## config.mk

```make
export PLATFORM = sky130hd
export DESIGN_NAME = bcd_xs3_stream_flat
export DESIGN_NICKNAME = d
export VERILOG_FILES = /design/src/rtl/bcd_xs3_stream_if.sv /design/src/rtl/bcd_xs3_stream.sv /design/src/flat_wrapper.sv
export SDC_FILE = /design/constraint.sdc
export NUM_CORES = 1
export LEC_CHECK = 0
export ABC_AREA = 1
export CAP_MARGIN = 0
export CORE_ASPECT_RATIO = 2
export CORE_MARGIN = 5
export CORE_UTILIZATION = 55
export CTS_CLUSTER_DIAMETER = 120
export DETAILED_ROUTE_END_ITERATION = 16
export DONT_BUFFER_PORTS = 1
export PLACE_DENSITY = 0.7
export SETUP_SLACK_MARGIN = 0.4
export SYNTH_ARGS = -nofsm -noshare
export SYNTH_HDL_FRONTEND = slang
export SYNTH_SLANG_ARGS = --single-unit
```

## constraint.sdc

```tcl
create_clock -name clk -period 3.1 [get_ports clk]
set_input_delay 0.775 -clock clk [delete_from_list [all_inputs] [get_ports clk]]
set_output_delay 0.775 -clock clk [all_outputs]
set_load 0.01 [all_outputs]
```

## src/rtl/bcd_xs3_stream_if.sv

```systemverilog
// Handshake bundle for the BCD/Excess-3 stream converter: a source-side
// valid/ready word channel and a sink-side valid/ready result channel.
interface bcd_xs3_stream_if #(
    parameter int DIGITS = 4
);
    logic                  in_valid;
    logic                  in_ready;
    logic                  in_mode;
    logic [4*DIGITS-1:0]   in_data;
    logic                  out_valid;
    logic                  out_ready;
    logic [4*DIGITS-1:0]   out_data;
    logic                  out_err;
    logic [DIGITS-1:0]     out_err_mask;
    logic                  busy;

    // Producer/consumer side: drives words in, takes results out.
    modport master (
        output in_valid, in_mode, in_data, out_ready,
        input  in_ready, out_valid, out_data, out_err, out_err_mask, busy
    );

    // Converter side.
    modport slave (
        input  in_valid, in_mode, in_data, out_ready,
        output in_ready, out_valid, out_data, out_err, out_err_mask, busy
    );
endinterface

```

## src/rtl/bcd_xs3_stream.sv

```systemverilog
// Multi-digit BCD <-> Excess-3 converter. Accepts a packed word of DIGITS
// nibbles, converts one nibble per clock starting at the least significant
// digit, then holds the result until the sink takes it. Illegal source
// digits come out as 4'hF with their bit set in the error mask.
module bcd_xs3_stream #(
    parameter int DIGITS = 4
) (
    input  logic             clk,
    input  logic             rst_n,
    bcd_xs3_stream_if.slave  bus
);
    localparam int CW = (DIGITS > 1) ? $clog2(DIGITS) : 1;
    localparam int W  = 4 * DIGITS;

    typedef enum logic [1:0] {
        IDLE = 2'd0,
        CONV = 2'd1,
        HOLD = 2'd2
    } state_t;

    state_t          state;
    state_t          state_nxt;
    logic [CW-1:0]   cnt;
    logic [W-1:0]    word_q;
    logic            mode_q;
    logic [W-1:0]    res_q;
    logic [DIGITS-1:0] mask_q;
    logic [3:0]      cur_digit;
    logic [4:0]      cur_conv;
    logic            last_digit;

    // Single-digit conversion; returns {illegal, converted nibble}.
    // mode 0: BCD -> XS3 (legal 0..9), mode 1: XS3 -> BCD (legal 3..12).
    function automatic logic [4:0] conv_digit(input logic mode, input logic [3:0] d);
        logic       bad;
        logic [3:0] q;
        if (!mode) begin
            bad = (d > 4'd9);
            q   = d + 4'd3;
        end else begin
            bad = (d < 4'd3) || (d > 4'd12);
            q   = d - 4'd3;
        end
        if (bad) begin
            q = 4'hF;
        end
        return {bad, q};
    endfunction

    assign last_digit = (cnt == CW'(DIGITS - 1));

    // Select the digit addressed by the counter and convert it.
    always_comb begin
        cur_digit = 4'h0;
        for (int i = 0; i < DIGITS; i++) begin
            if (cnt == CW'(i)) begin
                cur_digit = word_q[4*i +: 4];
            end
        end
        cur_conv = conv_digit(mode_q, cur_digit);
    end

    // State register.
    always_ff @(posedge clk) begin
        if (!rst_n) begin
            state <= IDLE;
        end else begin
            state <= state_nxt;
        end
    end

    // Next-state logic: accept in IDLE, walk the digits in CONV, wait for the sink in HOLD.
    always_comb begin
        state_nxt = state;
        case (state)
            IDLE: if (bus.in_valid)  state_nxt = CONV;
            CONV: if (last_digit)    state_nxt = HOLD;
            HOLD: if (bus.out_ready) state_nxt = IDLE;
            default:                 state_nxt = IDLE;
        endcase
    end

    // Capture the source word and direction at accept; later input changes are ignored.
    always_ff @(posedge clk) begin
        if (state == IDLE && bus.in_valid) begin
            word_q <= bus.in_data;
            mode_q <= bus.in_mode;
        end
    end

    // Digit counter plus result and mask registers, filled one slot per CONV cycle.
    always_ff @(posedge clk) begin
        if (!rst_n) begin
            cnt    <= '0;
            res_q  <= '0;
            mask_q <= '0;
        end else begin
            case (state)
                IDLE: begin
                    if (bus.in_valid) begin
                        cnt    <= '0;
                        res_q  <= '0;
                        mask_q <= '0;
                    end
                end
                CONV: begin
                    for (int i = 0; i < DIGITS; i++) begin
                        if (cnt == CW'(i)) begin
                            res_q[4*i +: 4] <= cur_conv[3:0];
                            mask_q[i]       <= cur_conv[4];
                        end
                    end
                    if (!last_digit) begin
                        cnt <= cnt + CW'(1);
                    end
                end
                default: ;
            endcase
        end
    end

    assign bus.in_ready     = (state == IDLE);
    assign bus.busy         = (state != IDLE);
    assign bus.out_valid    = (state == HOLD);
    assign bus.out_data     = res_q;
    assign bus.out_err_mask = mask_q;
    assign bus.out_err      = |mask_q;

endmodule

```

## src/flat_wrapper.sv

```systemverilog
// flat-port wrapper written by rule: the top's interface ports become plain ports
module bcd_xs3_stream_flat 
#(
    parameter int DIGITS = 4
)
  (clk, rst_n, bus_in_valid, bus_in_mode, bus_in_data, bus_out_ready, bus_in_ready, bus_out_valid, bus_out_data, bus_out_err, bus_out_err_mask, bus_busy);
  bcd_xs3_stream_if #(.DIGITS(DIGITS)) bus_i ();
  input  logic clk;
  input  logic rst_n;
  input wire logic [$bits(bus_i.in_valid)-1:0] bus_in_valid;
  input wire logic [$bits(bus_i.in_mode)-1:0] bus_in_mode;
  input wire logic [$bits(bus_i.in_data)-1:0] bus_in_data;
  input wire logic [$bits(bus_i.out_ready)-1:0] bus_out_ready;
  output wire logic [$bits(bus_i.in_ready)-1:0] bus_in_ready;
  output wire logic [$bits(bus_i.out_valid)-1:0] bus_out_valid;
  output wire logic [$bits(bus_i.out_data)-1:0] bus_out_data;
  output wire logic [$bits(bus_i.out_err)-1:0] bus_out_err;
  output wire logic [$bits(bus_i.out_err_mask)-1:0] bus_out_err_mask;
  output wire logic [$bits(bus_i.busy)-1:0] bus_busy;
  assign bus_i.in_valid = bus_in_valid;
  assign bus_i.in_mode = bus_in_mode;
  assign bus_i.in_data = bus_in_data;
  assign bus_i.out_ready = bus_out_ready;
  assign bus_in_ready = bus_i.in_ready;
  assign bus_out_valid = bus_i.out_valid;
  assign bus_out_data = bus_i.out_data;
  assign bus_out_err = bus_i.out_err;
  assign bus_out_err_mask = bus_i.out_err_mask;
  assign bus_busy = bus_i.busy;
  bcd_xs3_stream #(.DIGITS(DIGITS)) u_core (.clk(clk), .rst_n(rst_n), .bus(bus_i));
endmodule
```

==> metrics, run 1 <==
run status finished, final reports clean; Area Overhead vs Synth 5.31%; post-synth cell types 23; Final Max Slew Viols 0; post-synthesis register bit count 41; Tcrit/Tclk final 72.4%; overall routing resource usage 17.6%; initial core utilization 55.4%; port bufs 0; TritonCTS clock tree built; root buf cell clkbuf_8; Die H 94.8 µm; final setup fails 0; setup TNS 0 ps; R2R setup slack 860 ps; Setup CP Type register to register; Leakage 0.00102 µW; gr ovfl total 0; Die X 52.4 µm; H-tree depth 2; PD cells 619 nW/µm²; Detail Placement HPWL 3210 µm; Starting DRT DRC Count 18; Final Critical Period 2240 ps; CTS resizes 0; initial antenna violation count 0; Synth area leader edfxtp_1; RSZ-0062 raised after global routing no; worst r2r path cells 15; mapped cell area 1980 µm²; routed via count 1,443; Worst-Margin Slew 662 ps; Fmax 446 MHz; Clock Pin Slew Worst Setup and Hold Paths 80 ps; number of vias per cell 5.05; Hold Crit Depth 0; post-route ant nets 0; # diodes 0; total power after layout 1290 µW; setup bufs post-CTS 0; Fin. Hold Viols 0; CTS Hold Bufs 0; DR pass1 iterations 4; Gate Count Post-Synth 234; Mean Syn Cell Area 8.45 µm²; Arr. time, crit path 2480 ps; critical path capture point type register; Min-Delay Path Class input port to register; post-synth top area share 25.8%; GPL Wtd Cong 0.842; clock latency on the worst-skew pair 300 ps; worst ir drop on vdd 0.382 mV; CP Launch Type register; Reg-to-Reg Start u_core.cnt[0]; Final Util 58.4%; Min-Delay Startpoint bus_in_data[8]; RR Endpoint u_core.bus.out_data[0]; Yosys warnings 0; wire per inst 14.3 µm; clock sink count 41; DRC errors left 0; maximum buffer depth of the clock tree 2; WHS Endpoint u_core.word_q[8]; # Max-Cap Violations 0; largest net degree at the start of global routing 22; Worst Skew 10.2 ps; DIE AREA 4970 µm²; global-route wire length before repair 6450 µm; maximum fanout along the worst path 20; Row Count 31; register area share after synthesis 50.1%; Ports 45; Post-Syn Nets 260; core area 3570 µm²; layout cells sized above 1 15.6%; cts bufs inserted 5; # nets final 262; Worst Path Required 3340 ps; Rel. slew slack 55.8%; Synth area leaders edfxtp_1 (26%), dfxtp_1 (24%), inv_1 (7.8%); DRT Wirelength 4080 µm; vias in the first global route 1,387
==> how the worst max path moves through the flow <==
stage	from	to	slack, ps
2_1_floorplan	u_core.cnt[0]	u_core.bus.out_data[7]	1220
3_3_place_gp	u_core.cnt[0]	u_core.bus.out_data[9]	880
3_5_place_dp	u_core.cnt[0]	u_core.bus.out_data[9]	870
4_1_cts	u_core.cnt[0]	u_core.bus.out_data[9]	850
5_1_grt	u_core.cnt[0]	u_core.bus.out_data[9]	640
6_report	u_core.cnt[0]	u_core.bus.out_data[0]	860
==> flip-flops by register name, indices dropped and copies added, names as in the netlist <==
name	count
u_core.mode_q	1
u_core.bus.out_data	16
u_core.word_q	16
u_core.state	2
u_core.bus.out_err_mask	4
u_core.cnt	2
==> worst max-delay path: stages (launching register included) <==
cell     delay [ps]
dfxtp_1         330
inv_1           120
ha_1            270
inv_2           100
nor2_2          100
nor2_2           60
nand2_1         100
nand2_2          70
ha_1            190
inv_1            50
nand3_1          60
nand2_1          70
nand3_2         340
nand3_1         180
nand2_1          70
inv_1            60
==> power breakdown <==
part	internal (µW)	total, µW	switching (µW)
Clock	156	338	183
Combinational	95.5	291	195
Sequential	616	660	44.7
Total	867	1290	423
==> through the flow <==
| step | setup WS (ps) | hold WS (ps) | std cells | cell area, µm² |
|---|---|---|---|---|
| after global placement | 883 | 539 | 278 | 2000 |
| after detailed placement | 867 | 573 | 278 | 2000 |
| after CTS | 850 | 569 | 286 | 2080 |
| after global routing | 643 | 556 | 286 | 2080 |
| after floorplan | 1220 | 498 | 234 | 1980 |
| final | 857 | 567 | 286 | 2080 |
==> final cells by class <==
class                   count  area (µm²)
inverters                  44         165
fillers                   343        1490
clock inverters             3        16.3
multi-input cells         144         781
flip-flops and latches     41         991
clock buffers               5        68.8
well taps                  49        61.3
==> cells in the final DEF (no fill, tap or decap) <==
cell | netlist | layout
inv_1 | 41 | 41
nand2_1 | 35 | 35
nand3_1 | 27 | 27
dfxtp_1 | 24 | 24
o21ai_0 | 20 | 20
edfxtp_1 | 17 | 17
a21oi_1 | 14 | 14
nor2_1 | 13 | 13
nand2_2 | 13 | 13
nor2_2 | 6 | 6
ha_1 | 5 | 5
clkbuf_8 | 0 | 5
inv_2 | 3 | 3
o21ai_2 | 2 | 2
a211oi_1 | 2 | 2
clkinv_2 | 0 | 2
a21oi_4 | 1 | 1
or4_1 | 1 | 1
or2_1 | 1 | 1
nand2_4 | 1 | 1
a21boi_4 | 1 | 1
nor2_4 | 1 | 1
nand3_2 | 1 | 1
inv_4 | 0 | 1
==> routing by layer <==
metal | track usage, % | wire [µm] | up-vias | share of wire (%)
met4 | 9.17 | 124 | 0 | 3.0
li1 | - | - | 751 | -
met1 | 17.1 | 1450 | 655 | 36
met2 | 32.4 | 2320 | 28 | 57
met3 | 4.58 | 179 | 9 | 4.4
met5 | 0 | 0 | - | 0
==> kinds of logic after synthesis <==
group	after synthesis	share of synthesized area, %
flops	41	50.1
fa+ha+maj	5	3.16
compound gates	40	12.0
buf+inv	49	10.4
simple gates	99	24.3
==> cell usage after synthesis <==
cell type and count:
a211oi_1 2, a21boi_4 1, a21oi_1 14, a21oi_4 1, buf_6 3, clkbuf_1 2
dfxtp_1 24, edfxtp_1 17, ha_1 5, inv_1 41, inv_2 3, nand2_1 35
nand2_2 13, nand2_4 1, nand3_1 27, nand3_2 1, nor2_1 13, nor2_2 6
nor2_4 1, o21ai_0 20, o21ai_2 2, or2_1 1, or4_1 1
No activity file was read; power rests on OpenSTA's default activity.
==> run 2: changes to the inputs <==
==> constraint.sdc (replaced) <==
create_clock -name clk -period 2.35 [get_ports clk]
set_input_delay 0.5875 -clock clk [delete_from_list [all_inputs] [get_ports clk]]
set_output_delay 0.5875 -clock clk [all_outputs]
set_load 0.01 [all_outputs]
==> run 2 against run 1 <==
Effect of this change:
- critical path depth shrank 1
- flip-flop and latch count is the same
- via count grew 5.3%
- critical path type unchanged
- largest power group unchanged
- highest routed layer unchanged
==> metrics, run 2 (synthesis gave the netlist of run 1 again) <==
run status finished, final reports clean; layout cells sized above 1 27.8% (+12 points); Area Overhead vs Synth 20.6%; worst ir drop on vdd 0.566 mV (+48%); Final Critical Period 2020 ps (-223 ps); maximum fanout along the worst path 5 (-75%); commonest non-fill, non-tap cell in the layout inv_1; initial antenna violation count 0 (unchanged); DRC errors left 0 (unchanged); # diodes 0 (unchanged); Ports 45 (unchanged); Fmax 495 MHz (+11%); Leakage 0.00112 µW (+9.6%); RSZ-0062 raised after global routing yes; Worst-Margin Slew 500 ps (-162 ps); Fin. Hold Viols 0 (unchanged); setup TNS 0 ps (unchanged); number of vias per cell 5.17 (+2.5%); # nets final 270 (+3.1%); PD cells 798 nW/µm² (+29%); Starting DRT DRC Count 27 (+9); CTS Hold Bufs 0 (unchanged); Rel. slew slack 66.7% (+11 points); Min-Delay Path Class input port to register; Final Max Slew Viols 0 (unchanged); wire per inst 15.0 µm (+5.4%); vias in the first global route 1,526 (+10%); Post-DP Area 2020 µm² (+1.1%); Arr. time, crit path 2200 ps (-280 ps); Clock Pin Slew Worst Setup and Hold Paths 70 ps (about the same); Row Count 31 (unchanged); Worst Path Required 2530 ps (-810 ps); DRT Wirelength 4420 µm (+8.4%); H-tree depth 2 (unchanged); final instance area 2390 µm² (+15%); clock latency on the worst-skew pair 280 ps (-20 ps); commonest cells after routing, fill and taps aside inv_1 (38), nand2_1 (32), dfxtp_1 (22); initial core utilization 55.4% (unchanged); largest net degree at the start of global routing 22 (unchanged); TritonCTS clock tree built; CP Launch Type register; global-route wire length before repair 6840 µm (+6.0%); Final Util 66.9% (+8.5 points); Die H 94.8 µm (unchanged); root buf cell clkbuf_8; gr ovfl total 0 (unchanged); DR pass1 iterations 4 (unchanged); routed via count 1,520 (+5.3%); final setup fails 0 (unchanged); core area 3570 µm² (unchanged); post-route ant nets 0 (unchanged); DIE AREA 4970 µm² (unchanged); Detail Placement HPWL 3130 µm (-2.5%); cts bufs inserted 5 (unchanged); # Max-Cap Violations 0 (unchanged); Setup CP Type register to register; Die X 52.4 µm (unchanged); Tcrit/Tclk final 86.0% (+14 points); GPL Wtd Cong 0.809 (-3.9%); clock sink count 41 (unchanged); Worst Skew 5.69 ps (-4.54 ps); maximum buffer depth of the clock tree 2 (unchanged); overall routing resource usage 18.8% (+1.2 points); port bufs 0 (unchanged); critical path capture point type register
run 2: power by group:
group	switching [µW]	internal (µW)	leakage (µW)	total, µW
logic	310	195	0.000703	505
registers	65.4	813	0.000362	878
clock network	218	303	0.0000566	521
run 2: layer usage:
| layer | vias to the layer above | GRT usage, % | part of all wire [%] | wire length, µm |
|---|---|---|---|---|
| li1 | 770 | - | - | - |
| met1 | 701 | 18.4 | 33 | 1450 |
| met3 | 14 | 5.06 | 4.1 | 182 |
| met2 | 35 | 32.8 | 58 | 2580 |
| met5 | - | 0 | 0 | 0 |
| met4 | 0 | 12.8 | 4.7 | 206 |
run 2: layout make-up:
cell class / count / area, µm²
clock buffers: 8 / 111
well taps: 49 / 61.3
flip-flops and latches: 41 / 998
fillers: 288 / 1180
multi-input cells: 144 / 927
repair buffers: 8 / 108
inverters: 44 / 180
run 2: metrics by stage:
step	setup WS, ps	instances	hold WS [ps]	power [µW]
after CTS	406	289	386	1830
after floorplan	469	234	498	1200
final	330	294	394	1900
after global placement	216	281	541	1270
after global routing	248	294	372	2020
after detailed placement	168	281	549	1280
run 2: final timing paths:
path              slack [ps]                endpoint            start  cells after the start
setup / recovery         330  u_core.bus.out_data[7]    u_core.cnt[1]                     14
hold / removal           390       u_core.word_q[15]  bus_in_data[15]                      0
setup reg to reg         330  u_core.bus.out_data[7]    u_core.cnt[1]                     14
hold reg to reg          560           u_core.cnt[1]    u_core.cnt[1]                      2
run 2: critical path: stages (launching register included):
cell and delay, ps:
dfxtp_4 390, inv_4 60, ha_4 190, a21oi_4 160, nand2_2 90, a21oi_4 190, ha_2 210, inv_2 40
nand3_2 70, nand2_2 70, nand3_4 110, clkbuf_16 160, nand2_2 40, nor2_1 100, nor2_1 40
run 2: timing repair:
| item | in CTS | in global routing |
|---|---|---|
| pin swaps | 2 | 15 |
| gates cloned | 0 | 2 |
| setup endpoints to repair | 20 | 20 |
| setup buffers | 0 | 3 |
| gates resized for setup | 18 | 28 |
==> run 3: changes to the inputs <==
--- a/config.mk
+++ b/config.mk
@@ -9,11 +9,10 @@
 export CAP_MARGIN = 0
 export CORE_ASPECT_RATIO = 2
 export CORE_MARGIN = 5
-export CORE_UTILIZATION = 55
+export CORE_UTILIZATION = 50
 export CTS_CLUSTER_DIAMETER = 120
 export DETAILED_ROUTE_END_ITERATION = 16
-export DONT_BUFFER_PORTS = 1
-export PLACE_DENSITY = 0.7
+export PLACE_DENSITY = 0.8
 export SETUP_SLACK_MARGIN = 0.4
 export SYNTH_ARGS = -nofsm -noshare
 export SYNTH_HDL_FRONTEND = slang
==> run 3 against run 2 <==
Effect of this change:
- worst setup slack gained 12 ps
- global-route usage shrank 0.77 points
- largest cell class unchanged
- register-to-register slack is essentially flat
- sequential power shrank 2.7%
- clock power shrank 11%
- count of clock-buffer cells in the layout is the same
==> metrics, run 3 (synthesis gave the netlist of run 1 again) <==
# Max-Cap Violations 0 (unchanged); CP Launch Type register; gr ovfl total 0 (unchanged); # nets final 319 (+18%); Worst Path Required 2540 ps (about the same); port bufs 44 (+44); Row Count 32 (+3.2%); final setup fails 0 (unchanged); commonest non-fill, non-tap cell in the layout clkdlybuf4s50_1; Worst Skew 6.32 ps (+0.628 ps); global-route wire length before repair 7290 µm (+6.6%); DR pass1 iterations 4 (unchanged); maximum fanout along the worst path 10 (+5); initial core utilization 51.5% (-4.0 points); run status finished, final reports clean; Ports 45 (unchanged); Fin. Hold Viols 0 (unchanged); critical path capture point type register; Final Critical Period 2010 ps (-11.6 ps); maximum buffer depth of the clock tree 2 (unchanged); R2R setup slack 340 ps (about the same); Critical Path Source u_core.cnt[1]; Tcrit/Tclk final 85.5% (-0.49 points); DRT Wirelength 4860 µm (+10%); Clock Pin Slew Worst Setup and Hold Paths 80 ps (about the same); Final Max Slew Viols 0 (unchanged); RR Endpoint u_core.bus.out_data[0]; worst ir drop on vdd 0.581 mV (+2.7%); Leakage 0.00130 µW (+16%); RSZ-0062 raised after global routing yes; Min-Delay Path Class register to register; Fmax 498 MHz (+0.58%); routed via count 1,734 (+14%); GPL Wtd Cong 0.868 (+7.2%); clock latency on the worst-skew pair 290 ps (about the same); initial antenna violation count 0 (unchanged); layout cells sized above 1 24.1% (-3.6 points); Post-DP Area 2470 µm² (+22%); Arr. time, crit path 2200 ps (about the same); cts bufs inserted 5 (unchanged); CTS Hold Bufs 0 (unchanged); worst r2r path cells 14 (unchanged); number of vias per cell 5.03 (-2.8%); root buf cell clkbuf_8; PD cells 705 nW/µm² (-12%); setup TNS 0 ps (unchanged); core area 3840 µm² (+7.7%); Setup WS pre-CTS 193 ps (+24.7 ps); vias in the first global route 1,719 (+13%); Rel. slew slack 64.1% (-2.6 points); final instance area 2810 µm² (+18%); clock sink count 41 (unchanged); commonest cells after routing, fill and taps aside clkdlybuf4s50_1 (41), inv_1 (38), nand2_1 (33); Starting DRT DRC Count 64 (+140%); H-tree depth 2 (unchanged); TritonCTS clock tree built; Setup crit end u_core.bus.out_data[0]; Area Overhead vs Synth 42.1%; wire per inst 14.1 µm (-6.3%); # diodes 0 (unchanged); DRC errors left 0 (unchanged); Hold Crit Depth 2 (+2); overall routing resource usage 18.0% (-0.77 points); Reg-to-Reg Start u_core.cnt[1]; setup ws final 341 ps (+11.6 ps); Detail Placement HPWL 3220 µm (+2.8%); Die X 54.5 µm (+4.0%); Worst-Margin Slew 539 ps (+39.3 ps); largest net degree at the start of global routing 21 (-4.5%); post-route ant nets 0 (unchanged); Die H 99.0 µm (+4.4%); Setup CP Type register to register; DIE AREA 5390 µm² (+8.5%)
-- run 3: changes by cell type in the layout (fill, tap and decap cells not counted), moves of 2 or more --
cell	previous run	this run
buf_4	5	10
clkdlybuf4s50_1	0	41
dlygate4sd2_1	0	2
nand2_4	3	1
nand3_1	21	19
nand3_2	6	8
nor2_1	11	13
-- run 3: critical path: stages (launching register included) --
cell,delay (ps)
dfxtp_4,390
inv_4,60
ha_4,180
a21oi_2,160
nand2_2,100
a21oi_4,190
ha_2,190
inv_2,30
nand3_2,60
nand2_2,60
nand3_4,110
clkbuf_16,170
nand3_1,80
nand2_1,70
inv_1,40
-- run 3: timing repair --
| item | CTS | global route |
|---|---|---|
| pin swaps | 1 | 18 |
| gates cloned | 0 | 2 |
| gates resized for setup | 20 | 24 |
| setup endpoints to repair | 23 | 21 |
| buffers inserted | 1 | 6 |
-- run 3: area by class of cell --
class                   instances  area [µm²]
fillers                       275        1030
flip-flops and latches         41         998
multi-input cells             144         903
repair buffers                 57         578
inverters                      44         178
clock buffers                   8        90.1
well taps                      51        63.8
-- run 3: worst min-delay path by stage --
stage                       startpoint                       to  slack, ps
3_3_place_gp   u_core.bus.out_data[11]  u_core.bus.out_data[11]        520
3_5_place_dp   u_core.bus.out_data[11]  u_core.bus.out_data[11]        520
2_1_floorplan            u_core.cnt[1]            u_core.cnt[1]        500
4_1_cts        u_core.bus.out_data[11]  u_core.bus.out_data[11]        540
6_report       u_core.bus.out_data[11]  u_core.bus.out_data[11]        540
5_1_grt        u_core.bus.out_data[15]  u_core.bus.out_data[15]        570
-- run 3: layer usage --
metal  track usage (%)  part of all wire [%]
met1              18.4                    35
met2              32.4                    59
met3              4.24                   4.1
met4              8.06                   2.1
met5                 0                     0
-- run 3: metrics by stage --
stage,hold WS [ps],util [%],cells,power [µW]
6_report,537,73.1,345,1980
5_1_grt,571,73.1,345,2110
4_1_cts,538,68.2,337,1880
3_5_place_dp,517,64.3,328,1400
3_3_place_gp,516,64.3,328,1390
2_1_floorplan,498,-,234,1200
-- run 3: power by group --
| group | leakage [µW] | switching, µW | internal, µW | total [µW] |
|---|---|---|---|---|
| Combinational | 0.000891 | 354 | 310 | 665 |
| Clock | 0.0000455 | 224 | 239 | 463 |
| Sequential | 0.000362 | 42.0 | 812 | 854 |
